## src/rtl/phase_sequencer_pkg.sv

```systemverilog
// rtl/phase_sequencer_pkg.sv - shared types and constants for the phase sequencer
package phase_sequencer_pkg;

    typedef enum logic {
        CTRL_RUN    = 1'b0,
        CTRL_HALTED = 1'b1
    } ctrl_state_t;

    localparam int PH_FETCH  = 0;
    localparam int PH_DECODE = 1;
    localparam int PH_EXEC   = 2;
    localparam int PH_MEM    = 3;

    localparam logic [3:0] DEFAULT_READY_MASK = 4'b1000;

endpackage

```

## src/rtl/phase_sequencer_wait_timer.sv

```systemverilog
// rtl/phase_sequencer_wait_timer.sv - wait-cycle counter with timeout compare
module phase_wait_timer #(
    parameter int TIMEOUT = 15
) (
    input  logic clk,
    input  logic rst,
    input  logic count_en,
    input  logic clear,
    output logic expired
);

    logic [7:0] count_q;
    logic [7:0] count_d;

    // Fires in the cycle whose count would reach TIMEOUT, so the owner reacts on that edge.
    assign expired = count_en && (count_q == 8'(TIMEOUT - 1));

    always_comb begin
        count_d = count_q;
        if (clear) begin
            count_d = 8'd0;
        end else if (count_en) begin
            count_d = count_q + 8'd1;
        end
    end

    always_ff @(posedge clk) begin
        if (rst) begin
            count_q <= 8'd0;
        end else begin
            count_q <= count_d;
        end
    end

endmodule

```

## src/rtl/phase_sequencer.sv

```systemverilog
// rtl/phase_sequencer.sv - instruction phase controller with ready gating, halt and timeout
module phase_sequencer
    import phase_sequencer_pkg::*;
#(
    parameter int                    NUM_PHASES = 4,
    parameter logic [NUM_PHASES-1:0] READY_MASK = '0,
    parameter int                    TIMEOUT    = 15,
    parameter int                    CNT_W      = 32,
    localparam int                   PW         = $clog2(NUM_PHASES)
) (
    input  logic                  clk,
    input  logic                  rst,
    input  logic                  stall,
    input  logic                  flush,
    input  logic                  phase_ready,
    input  logic                  halt_req,
    input  logic                  resume,
    output logic [PW-1:0]         phase,
    output logic [NUM_PHASES-1:0] phase_onehot,
    output logic                  instr_phase,
    output logic                  first_cycle,
    output logic                  retire,
    output logic [CNT_W-1:0]      retire_count,
    output logic                  halted,
    output logic                  timeout_err
);

    ctrl_state_t      state_q, state_d;
    logic [PW-1:0]    phase_q, phase_d;
    logic             first_q, first_d;
    logic             retire_q, retire_d;
    logic [CNT_W-1:0] count_q, count_d;
    logic             terr_q, terr_d;

    logic gated;
    logic adv;
    logic last;
    logic run;
    logic wait_en;
    logic wait_clear;
    logic expired;

    assign run     = (state_q == CTRL_RUN);
    assign gated   = READY_MASK[phase_q];
    assign adv     = !stall && (!gated || phase_ready);
    assign last    = (phase_q == PW'(NUM_PHASES - 1));
    assign wait_en = run && gated && !stall && !phase_ready;
    // Any phase change (advance, flush, timeout) or leaving RUN restarts the wait count.
    assign wait_clear = !run || flush || adv || expired;

    phase_wait_timer #(
        .TIMEOUT (TIMEOUT)
    ) u_wait_timer (
        .clk      (clk),
        .rst      (rst),
        .count_en (wait_en),
        .clear    (wait_clear),
        .expired  (expired)
    );

    always_comb begin
        state_d  = state_q;
        phase_d  = phase_q;
        first_d  = 1'b0;
        retire_d = 1'b0;
        count_d  = count_q;
        terr_d   = terr_q;
        case (state_q)
            CTRL_RUN: begin
                if (flush) begin
                    phase_d = PW'(PH_FETCH);
                    first_d = 1'b1;
                end else if (expired) begin
                    terr_d  = 1'b1;
                    state_d = CTRL_HALTED;
                    phase_d = PW'(PH_FETCH);
                    first_d = (phase_q != PW'(PH_FETCH));
                end else if (adv) begin
                    first_d = 1'b1;
                    if (last) begin
                        phase_d  = PW'(PH_FETCH);
                        retire_d = 1'b1;
                        count_d  = count_q + CNT_W'(1);
                        if (halt_req) begin
                            state_d = CTRL_HALTED;
                        end
                    end else begin
                        phase_d = phase_q + PW'(1);
                    end
                end
            end
            CTRL_HALTED: begin
                if (resume) begin
                    state_d = CTRL_RUN;
                    first_d = 1'b1;
                end
            end
            default: begin
                state_d = CTRL_RUN;
                phase_d = PW'(PH_FETCH);
            end
        endcase
    end

    always_ff @(posedge clk) begin
        if (rst) begin
            state_q  <= CTRL_RUN;
            phase_q  <= PW'(PH_FETCH);
            first_q  <= 1'b1;
            retire_q <= 1'b0;
            count_q  <= '0;
            terr_q   <= 1'b0;
        end else begin
            state_q  <= state_d;
            phase_q  <= phase_d;
            first_q  <= first_d;
            retire_q <= retire_d;
            count_q  <= count_d;
            terr_q   <= terr_d;
        end
    end

    always_comb begin
        phase_onehot = '0;
        if (run) begin
            phase_onehot[phase_q] = 1'b1;
        end
    end

    assign instr_phase  = phase_onehot[0];
    assign phase        = phase_q;
    assign first_cycle  = first_q;
    assign retire       = retire_q;
    assign retire_count = count_q;
    assign halted       = (state_q == CTRL_HALTED);
    assign timeout_err  = terr_q;

endmodule

```

## config.mk

```make
export PLATFORM = sky130hd
export DESIGN_NAME = phase_sequencer
export DESIGN_NICKNAME = d
export VERILOG_FILES = /design/src/rtl/phase_sequencer_pkg.sv /design/src/rtl/phase_sequencer_wait_timer.sv /design/src/rtl/phase_sequencer.sv
export SDC_FILE = /design/constraint.sdc
export NUM_CORES = 1
export LEC_CHECK = 0
export ABC_AREA = 0
export CAP_MARGIN = 40
export CORE_AREA = 2 2 65 92
export CTS_BUF_LIST = sky130_fd_sc_hd__clkbuf_16
export DETAILED_ROUTE_END_ITERATION = 16
export DIE_AREA = 0 0 67 94
export PLACE_DENSITY_LB_ADDON = 0.12
export SLEW_MARGIN = 20
export SYNTH_ARGS = -nofsm -noshare
export SYNTH_HDL_FRONTEND = slang
export SYNTH_SLANG_ARGS = --single-unit
```

## constraint.sdc

```tcl
create_clock -name clk -period 2.5 [get_ports clk]
set_input_delay 0.25 -clock clk [delete_from_list [all_inputs] [get_ports clk]]
set_output_delay 0.25 -clock clk [all_outputs]
set_load 0.005 [all_outputs]
```

==> out/results.tsv, run 1 <==
metric	value	unit
status	complete, no violations	
vias per cell	5.26	
critical-path maximum fanout	10	
cells after synthesis	209	
Total Power	0.00122	W
CP endpoint kind	register	
Arr. time, crit path	2.30	ns
Clock power frac	0.480	
worst r2r src	phase[0]	
Final Hold Fails	0	
initial antenna violation count	0	
FMAX	467	MHz
Die X	67	um
Post-synth EDFFs	0	
layout cell share with drive strength beyond 1	0.0703	
worst hold start	retire_count[29]	
Synth cell types	36	
core area	0.00545	mm2
Setup crit start	phase[0]	
maxcap violations	0	
1st-iter DRT viols	78	
Ports	50	
clock root buffer	clkbuf_16	
crit-path cells	ha_1, nor4b_4, nand4_2, nor4_1, mux2_1	
DR vias	1703	
VDD IR max	259	uV
Syn-to-layout area delta	35.0	%
prevailing post-synth register cell	dfxtp_1	
Synth warnings	0	
slowest library cell on the worst path	dfxtp_1	
Ant. Diodes	0	
DR WL/cell	13.4	um
global-route wire length before repair	7.29	mm
die height	94	um
Final Setup Violations	0	
sw frac	0.202	
setup bufs post-CTS	0	
crit share post-route	0.856	
GRT Resource Usage Total	0.151	
clk_skew	0.00114	ns
RSZ-0062 raised after global routing	false	
WHS	0.509	ns
total negative slack	0	ns
vias in the first global route	1590	
antenna viol nets, final	0	
total grt overflow	0	
asr flop ratio synth	0	
number of remaining DRC errors	0	
maximum root-to-sink buffer count	2	
Net Sw Power	0.000246	W
TritonCTS Sinks	37	
P_leak	0.847	nW
initial core utilization	0.344	
Port Buffers	47	
Clock Latency Late Sink	0.28	ns
drt pass-1 iters	4	
largest net degree at the start of global routing	39	
P_int	0.000972	W
Avg Cell Area, Syn	8.95	um2
part of the power in registers	0.487	
fill cell count	569	
register area share after synthesis	0.396	
FF+latch count, synth	37	
Power Density	482	mW/mm2
htree depth	2	
minimum clock period	2.14	ns
crit-path max cell delay	0.41	ns
# rows	32	
Final nets	267	
Total Routed Length	4.35	mm
min-delay worst type	reg -> reg	
GP Congestion	0.749	
Crit Path Class	reg -> reg	
CTS tree	built	
multi-input logic area	0.00104	mm2
mapped cell area	0.00187	mm2
CTS clock-pin slew for the worst setup and hold paths	0.05	ns
required time of the critical path	2.66	ns
CTS Buf Count	5	
cells resized by post-CTS repair	0	
combinational share of power	0.033	
Syn Nets	221	
startpoint types	register	
CTS Hold Bufs	0	
register area	741	um2
total die area	0.00630	mm2
fin. max-slew vios	0	
Detailed Place HPWL	3.02	mm
[path summary, 6_finish.rpt]
path                                         end  slack [ns]  cells past startpoint
worst min-delay path            retire_count[29]        0.51                      2
worst min register to register  retire_count[29]        0.51                      2
worst max register to register  retire_count[31]        0.36                      5
worst max-delay path            retire_count[31]        0.36                      5
[per-stage QoR]
stage                     setup slack [ns]  std cells  instance area, um2  utilization
after floorplan                      0.726        209                1870            -
after global placement               0.175        316                2390        0.438
after detailed placement             0.150        316                2390        0.438
after CTS                            0.311        324                2520        0.464
after global routing                 0.157        324                2520        0.464
final                                0.359        324                2520        0.464
[cell usage after synthesis (2+ instances only)]
cell	n	area (um2)
nor2b_1	9	56.3
o31ai_1	11	82.6
buf_4	3	22.5
and2_1	2	12.5
nand2_1	7	26.3
nand3_1	11	55.1
dfxtp_1	37	741
or4_1	12	90.1
a21oi_1	22	110
clkbuf_1	4	15.0
buf_2	4	20.0
inv_1	6	22.5
or3_1	7	43.8
xor2_1	8	70.1
nor2_1	14	52.6
nand4_2	3	37.5
nor3_1	2	10.0
xnor2_1	2	17.5
and4_1	6	52.6
o21ai_0	10	50.1
ha_1	5	62.6
nand4_1	10	62.6
[logic make-up after synthesis]
family | Yosys count | synth area share
and+or+nand+nor | 90 | 0.318
AOI/OAI and AO/OA | 46 | 0.143
DFF | 37 | 0.396
buffers and inverters | 18 | 0.0488
xor gates and xnor gates | 10 | 0.0468
adders and majority gates | 5 | 0.0334
muxes | 2 | 0.0114
other | 1 | 0.00200
[worst max-delay path: cells and delay by family, from the launching register on]
kind / cells / cell delay, ns
AND/OR/NAND/NOR: 3 / 1.00
adder cells (fa/ha/maj): 1 / 0.26
multiplexers: 1 / 0.35
flip-flops: 1 / 0.41
[metal layers]
layer	wire, um	share of wire	global-route usage
met4	77	0.018	0.0663
met2	2160	0.50	0.251
met5	0	0	0
met1	1960	0.45	0.182
met3	153	0.035	0.0324
[power by group through the flow]
stage          Combinational (W)  Sequential, W  Clock, W
5_1_grt                0.0000444       0.000593  0.000633
6_report               0.0000402       0.000593  0.000584
2_1_floorplan          0.0000190       0.000606         0
3_5_place_dp           0.0000410       0.000606         0
3_3_place_gp           0.0000408       0.000606         0
4_1_cts                0.0000409       0.000593  0.000605
[final cells by class]
| type | instances | area share |
|---|---|---|
| clock buffers | 5 | 0.0496 |
| clock inverters | 3 | 0.00496 |
| inverters | 6 | 0.00892 |
| multi-input cells | 154 | 0.411 |
| flip-flops and latches | 37 | 0.293 |
| well taps | 68 | 0.0337 |
| repair buffers | 51 | 0.198 |
[flip-flops by register name, indices dropped and copies added (netlist names)]
register,cells
first_cycle,1
retire,1
retire_count,32
phase,2
halted,1
[layout by cell type, fill, tap and decap left out, drive strengths merged, types with 8 or more instances in the layout]
master         Yosys  routed
a21oi             22      22
clkdlybuf4s50      0      47
dfxtp             37      37
nand3             11      11
nand4             14      14
nor2              14      14
nor2b              9       9
o21ai             10      10
o31ai             11      11
or4               12      12
xor2               8       8
(Power assumes the default switching activity.)
==> run 2, diff against run 1 <==
--- a/config.mk
+++ b/config.mk
@@ -7,6 +7,8 @@
 export LEC_CHECK = 0
 export ABC_AREA = 0
 export CAP_MARGIN = 40
+export CELL_PAD_IN_SITES_DETAIL_PLACEMENT = 0
+export CELL_PAD_IN_SITES_GLOBAL_PLACEMENT = 1
 export CORE_AREA = 2 2 65 92
 export CTS_BUF_LIST = sky130_fd_sc_hd__clkbuf_16
 export DETAILED_ROUTE_END_ITERATION = 16
==> run 2 against run 1 <==
  * Via count increased by 1.0%
  * Fmax decreased by 0.69%
  * Global-route usage increased by 0.95 points
  * Sequential power about the same
  * Setup slack got worse by 0.015 ns
  * Worst hold slack got worse by 0.0055 ns
  * Critical path depth unchanged
  * Non-clock buffer count increased by 2
  * Register-to-register slack about the same
  * Final area increased by 0.59%
  * First-iteration DRC count increased by 32%
  * Critical path type unchanged
  * Largest power group unchanged
  * Highest routed layer unchanged
==> out/results.tsv, run 2 (synthesis gave the netlist of run 1 again) <==
metric	value	unit	change
maximum root-to-sink buffer count	2		unchanged
cell family with the largest share of critical-path delay	simple AND/OR/NAND/NOR gates		unchanged
CTS Hold Bufs	0		unchanged
Setup Slack @ Placement	0.143	ns	was 0.150 ns
Syn-to-layout area delta	35.8	%	was 35.0%
Crit Path Class	reg -> reg		unchanged
# rows	32		unchanged
Post-Layout Cell Count	326		was 324
Setup crit start	phase[0]		unchanged
Total Power	0.00122	W	about the same
P_leak	0.856	nW	was 0.847 nW
Ports	50		unchanged
layout cell share with drive strength beyond 1	0.0775		was 0.0703
combinational share of power	0.034		was 0.033
total negative slack	0	ns	unchanged
CTS tree	built		unchanged
htree depth	2		unchanged
CTS Buf Count	5		unchanged
GR Layer Usage met2	0.258		was 0.251
fill cell count	554		was 569
total grt overflow	0		unchanged
startpoint types	register		unchanged
commonest cells after routing, fill and taps aside	clkdlybuf4s50_1, dfxtp_1, a21oi_1		unchanged
critical-path maximum fanout	8		was 10
FMAX	464	MHz	was 467 MHz
largest net degree at the start of global routing	26		was 39
setup bufs post-CTS	0		unchanged
slowest library cell on the worst path	dfxtp_1		unchanged
RR Endpoint	retire_count[31]		unchanged
total die area	0.00630	mm2	unchanged
1st-iter DRT viols	103		was 78
global-route wire length before repair	7.93	mm	was 7.29 mm
minimum clock period	2.16	ns	was 2.14 ns
GR Util met3	0.0396		was 0.0324
register area	741	um2	unchanged
crit-path max cell delay	0.43	ns	was 0.41 ns
required time of the critical path	2.66	ns	about the same
VDD IR max	364	uV	was 259 uV
max reg flops	32		unchanged
fin. max-slew vios	0		unchanged
met1 GRT Util	0.211		was 0.182
number of remaining DRC errors	0		unchanged
P_int	0.000973	W	was 0.000972 W
post-layout util	0.466		was 0.464
cells resized by post-CTS repair	0		unchanged
vias per cell	5.28		was 5.26
GP Congestion	0.679		was 0.749
gr busiest metal	met2		unchanged
Power Density	481	mW/mm2	was 482 mW/mm2
DR WL/cell	13.9	um	was 13.4 um
drt pass-1 iters	4		unchanged
Port Buffers	47		unchanged
CTS clock-pin slew for the worst setup and hold paths	0.06	ns	was 0.05 ns
critical path endpoint	retire_count[31]		unchanged
core area	0.00545	mm2	unchanged
Placed Cells	318		was 316
CP Depth	5		unchanged
Reg2Reg Depth	5		unchanged
part of the power in registers	0.485		was 0.487
Die X	67	um	unchanged
clk_skew	0.00263	ns	was 0.00114 ns
Buf/Inv on CP	0		unchanged
Detailed Place HPWL	3.20	mm	was 3.02 mm
Clock Latency Late Sink	0.27	ns	was 0.28 ns
status	complete, no violations		unchanged
crit-path cells	ha_1, nor4b_4, nand4_2, nor4_1, mux2_1		unchanged
worst setup margin	0.344	ns	was 0.359 ns
Total Routed Length	4.53	mm	was 4.35 mm
crit share post-route	0.862		was 0.856
Final nets	269		was 267
GRT Resource Usage Total	0.160		was 0.151
TritonCTS Sinks	37		unchanged
hold depth	2		unchanged
most common cell after layout, fill and taps aside	clkdlybuf4s50_1		unchanged
Arr. time, crit path	2.31	ns	was 2.30 ns
initial antenna violation count	0		unchanged
flop-to-flop setup slack	0.34	ns	was 0.36 ns
Final Hold Fails	0		unchanged
RSZ-0062 raised after global routing	false		unchanged
antenna viol nets, final	0		unchanged
initial core utilization	0.344		unchanged
DR vias	1720		was 1703
Clock power frac	0.480		about the same
multi-input logic area	0.00104	mm2	unchanged
Ant. Diodes	0		unchanged
Final Setup Violations	0		unchanged
CP endpoint kind	register		unchanged
min-delay worst type	reg -> reg		unchanged
maxcap violations	0		unchanged
sw frac	0.204		was 0.202
die height	94	um	unchanged
vias in the first global route	1639		was 1590
Net Sw Power	0.000249	W	was 0.000246 W
worst r2r src	phase[0]		unchanged
clock root buffer	clkbuf_16		unchanged
-- run 2: power groups by stage --
stage          clock network, W  registers [W]  logic (W)
2_1_floorplan                 0       0.000606  0.0000190
3_3_place_gp                  0       0.000606  0.0000424
3_5_place_dp                  0       0.000606  0.0000426
4_1_cts                0.000607       0.000593  0.0000426
5_1_grt                0.000635       0.000593  0.0000465
6_report               0.000587       0.000593  0.0000417
-- run 2: metal layers --
layer  up-vias  wire [um]  share of wire
met1       808       2060           0.45
li1        876          -              -
met3         2        202          0.045
met4         0         27         0.0060
met2        34       2250           0.50
met5         -          0              0
-- run 2: worst min-delay path by stage --
stage,from,end
6_report,retire_count[30],retire_count[30]
5_1_grt,retire_count[29],retire_count[29]
4_1_cts,retire_count[30],retire_count[30]
3_5_place_dp,retire_count[30],retire_count[30]
3_3_place_gp,retire_count[29],retire_count[29]
2_1_floorplan,halt_req,halted
-- run 2: worst register-to-register path: stages, from the launching register on --
cell and delay, ns:
dfxtp_1 0.43, ha_1 0.27, nor4b_4 0.34, nand4_2 0.28, nor4_1 0.37, mux2_1 0.35
-- run 2: metrics by stage --
stage	instance area (um2)	hold WS, ns
finish	2540	0.504
floorplan	1870	0.391
detailed placement	2400	0.494
global route	2540	0.535
CTS	2540	0.503
global placement	2400	0.485
-- run 2: area by class of cell --
type / count / area share
Clock inverter: 3 / 0.00493
Multi-Input combinational cell: 154 / 0.409
Sequential cell: 37 / 0.292
Tap cell: 68 / 0.0335
Clock buffer: 5 / 0.0493
Inverter: 6 / 0.00887
Timing Repair Buffer: 53 / 0.203
==> patch: new RTL, settings of run 2 <==
Set the parameter `CNT_W` to 36 (it was 32).
--- a/src/rtl/phase_sequencer.sv
+++ b/src/rtl/phase_sequencer.sv
@@ -7,3 +7,3 @@
     parameter int                    TIMEOUT    = 15,
-    parameter int                    CNT_W      = 32,
+    parameter int                    CNT_W      = 36,
     localparam int                   PW         = $clog2(NUM_PHASES)
Interface: changed (resized retire_count); port bits go from 50 to 54. The function was not compared with the original's and may differ.
==> patch against run 2 <==
- synthesized area grew 14%
- design area rose by 17%
- setup slack got worse by 0.19 ns
- power increased by 18%
- wire length increased by 17%
- sequential cell count is 4 higher
- combinational power grew 24%
- synthesized cell count grew 22%
- critical path type unchanged
- critical endpoint is now retire_count[34]$_SDFFE_PP0P_
- highest routed layer unchanged
==> patch: results (changes against run 2) <==
| Metric | Value |
|---|---|
| Fin Clk Skew | `0.00470 ns (was 0.00263 ns)` |
| Hold endpoint | `retire_count[1]$_SDFFE_PP0P_ (was retire_count[30]$_SDFFE_PP0P_)` |
| Status | `finished clean (unchanged)` |
| GP Congestion | `0.776 (was 0.679)` |
| Largest cells by area after synthesis | `dfxtp_1 38%, mux2_2 5.8%, nand4_1 4.7% (was dfxtp_1 40%, a21oi_1 5.9%, or4_1 4.8%)` |
| Fin Hold WS | `0.502 ns (was 0.504 ns)` |
| Post-Synth Adder-Cell Area | `0.0293 (was 0.0334)` |
| Fraction of layout cells with a size suffix above 1 | `0.138 (was 0.0775)` |
| Mux cell area share after synthesis | `0.0579 (was 0.0114)` |
| Max reg flops | `36 (was 32)` |
| Slowest cell on crit path | `or4b_4 (was dfxtp_1)` |
| Inverters excl. clock | `5 (was 6)` |
| Reg-to-Reg End | `retire_count[34]$_SDFFE_PP0P_ (was retire_count[31]$_SDFFE_PP0P_)` |
| Wire per inst | `14.0 µm (was 13.9 µm)` |
| LEAKAGE | `0.000983 µW (was 0.000856 µW)` |
| Met1 Resource Use GR | `0.222 (was 0.211)` |
| DP Cell Count | `372 (was 318)` |
| Hold path start | `retire_count[1]$_SDFFE_PP0P_ (was retire_count[30]$_SDFFE_PP0P_)` |
| Sequential share of cell area | `0.278 (was 0.292)` |
| Max FO, Critical Path | `10 (was 8)` |
| PortBufs | `51 (was 47)` |
| Synth cell count leaders | `41 x dfxtp_1, 23 x nor2_1, 19 x a21oi_1 (was 37 x dfxtp_1, 22 x a21oi_1, 14 x nor2_1)` |
| Clk cell area share | `0.0579 (was 0.0542)` |
| Total Routing Usage GR | `0.179 (was 0.160)` |
| Fin nets | `323 (was 269)` |
| Via/cell ratio | `5.28 (about the same)` |
| Buffers, non-clock | `65 (was 53)` |
| Filler cells | `532 (was 554)` |
| Multi-input gates | `193 (was 154)` |
| Buffering overhead | `0.206 (was 0.203)` |
| Number of distinct library cells after synthesis | `33 (was 36)` |
| Via count | `2006 (was 1720)` |
| Xor-xnor portion of the synthesized cell area | `0.0328 (was 0.0468)` |
| CP arrival | `2.52 ns (was 2.31 ns)` |
| Met2 WL | `2660 µm (was 2250 µm)` |
| Slowest Stage Delay on Critical Path | `0.60 ns (was 0.43 ns)` |
| Met3 wire len | `226 µm (was 202 µm)` |
| Footprint of the multi-input gates | `0.00125 mm² (was 0.00104 mm²)` |
patch: worst max-delay path by stage:
| stage | to | start | depth (start not counted) | slack, ns |
|---|---|---|---|---|
| floorplan | retire_count[32]$_SDFFE_PP0P_ | phase[1]$_SDFFE_PP0P_ | 7 | 0.01 |
| global placement | retire_count[34]$_SDFFE_PP0P_ | flush | 5 | -0.17 |
| detailed placement | retire_count[34]$_SDFFE_PP0P_ | flush | 5 | -0.20 |
| CTS | retire_count[34]$_SDFFE_PP0P_ | phase[1]$_SDFFE_PP0P_ | 5 | 0.05 |
| global route | retire_count[32]$_SDFFE_PP0P_ | phase[1]$_SDFFE_PP0P_ | 5 | 0.02 |
| finish | retire_count[34]$_SDFFE_PP0P_ | phase[1]$_SDFFE_PP0P_ | 5 | 0.15 |
patch: report_power, final:
part / internal, µW / switching [µW]
sequential: 655 / 1.45
clock: 472 / 266
combinational: 25.3 / 26.2
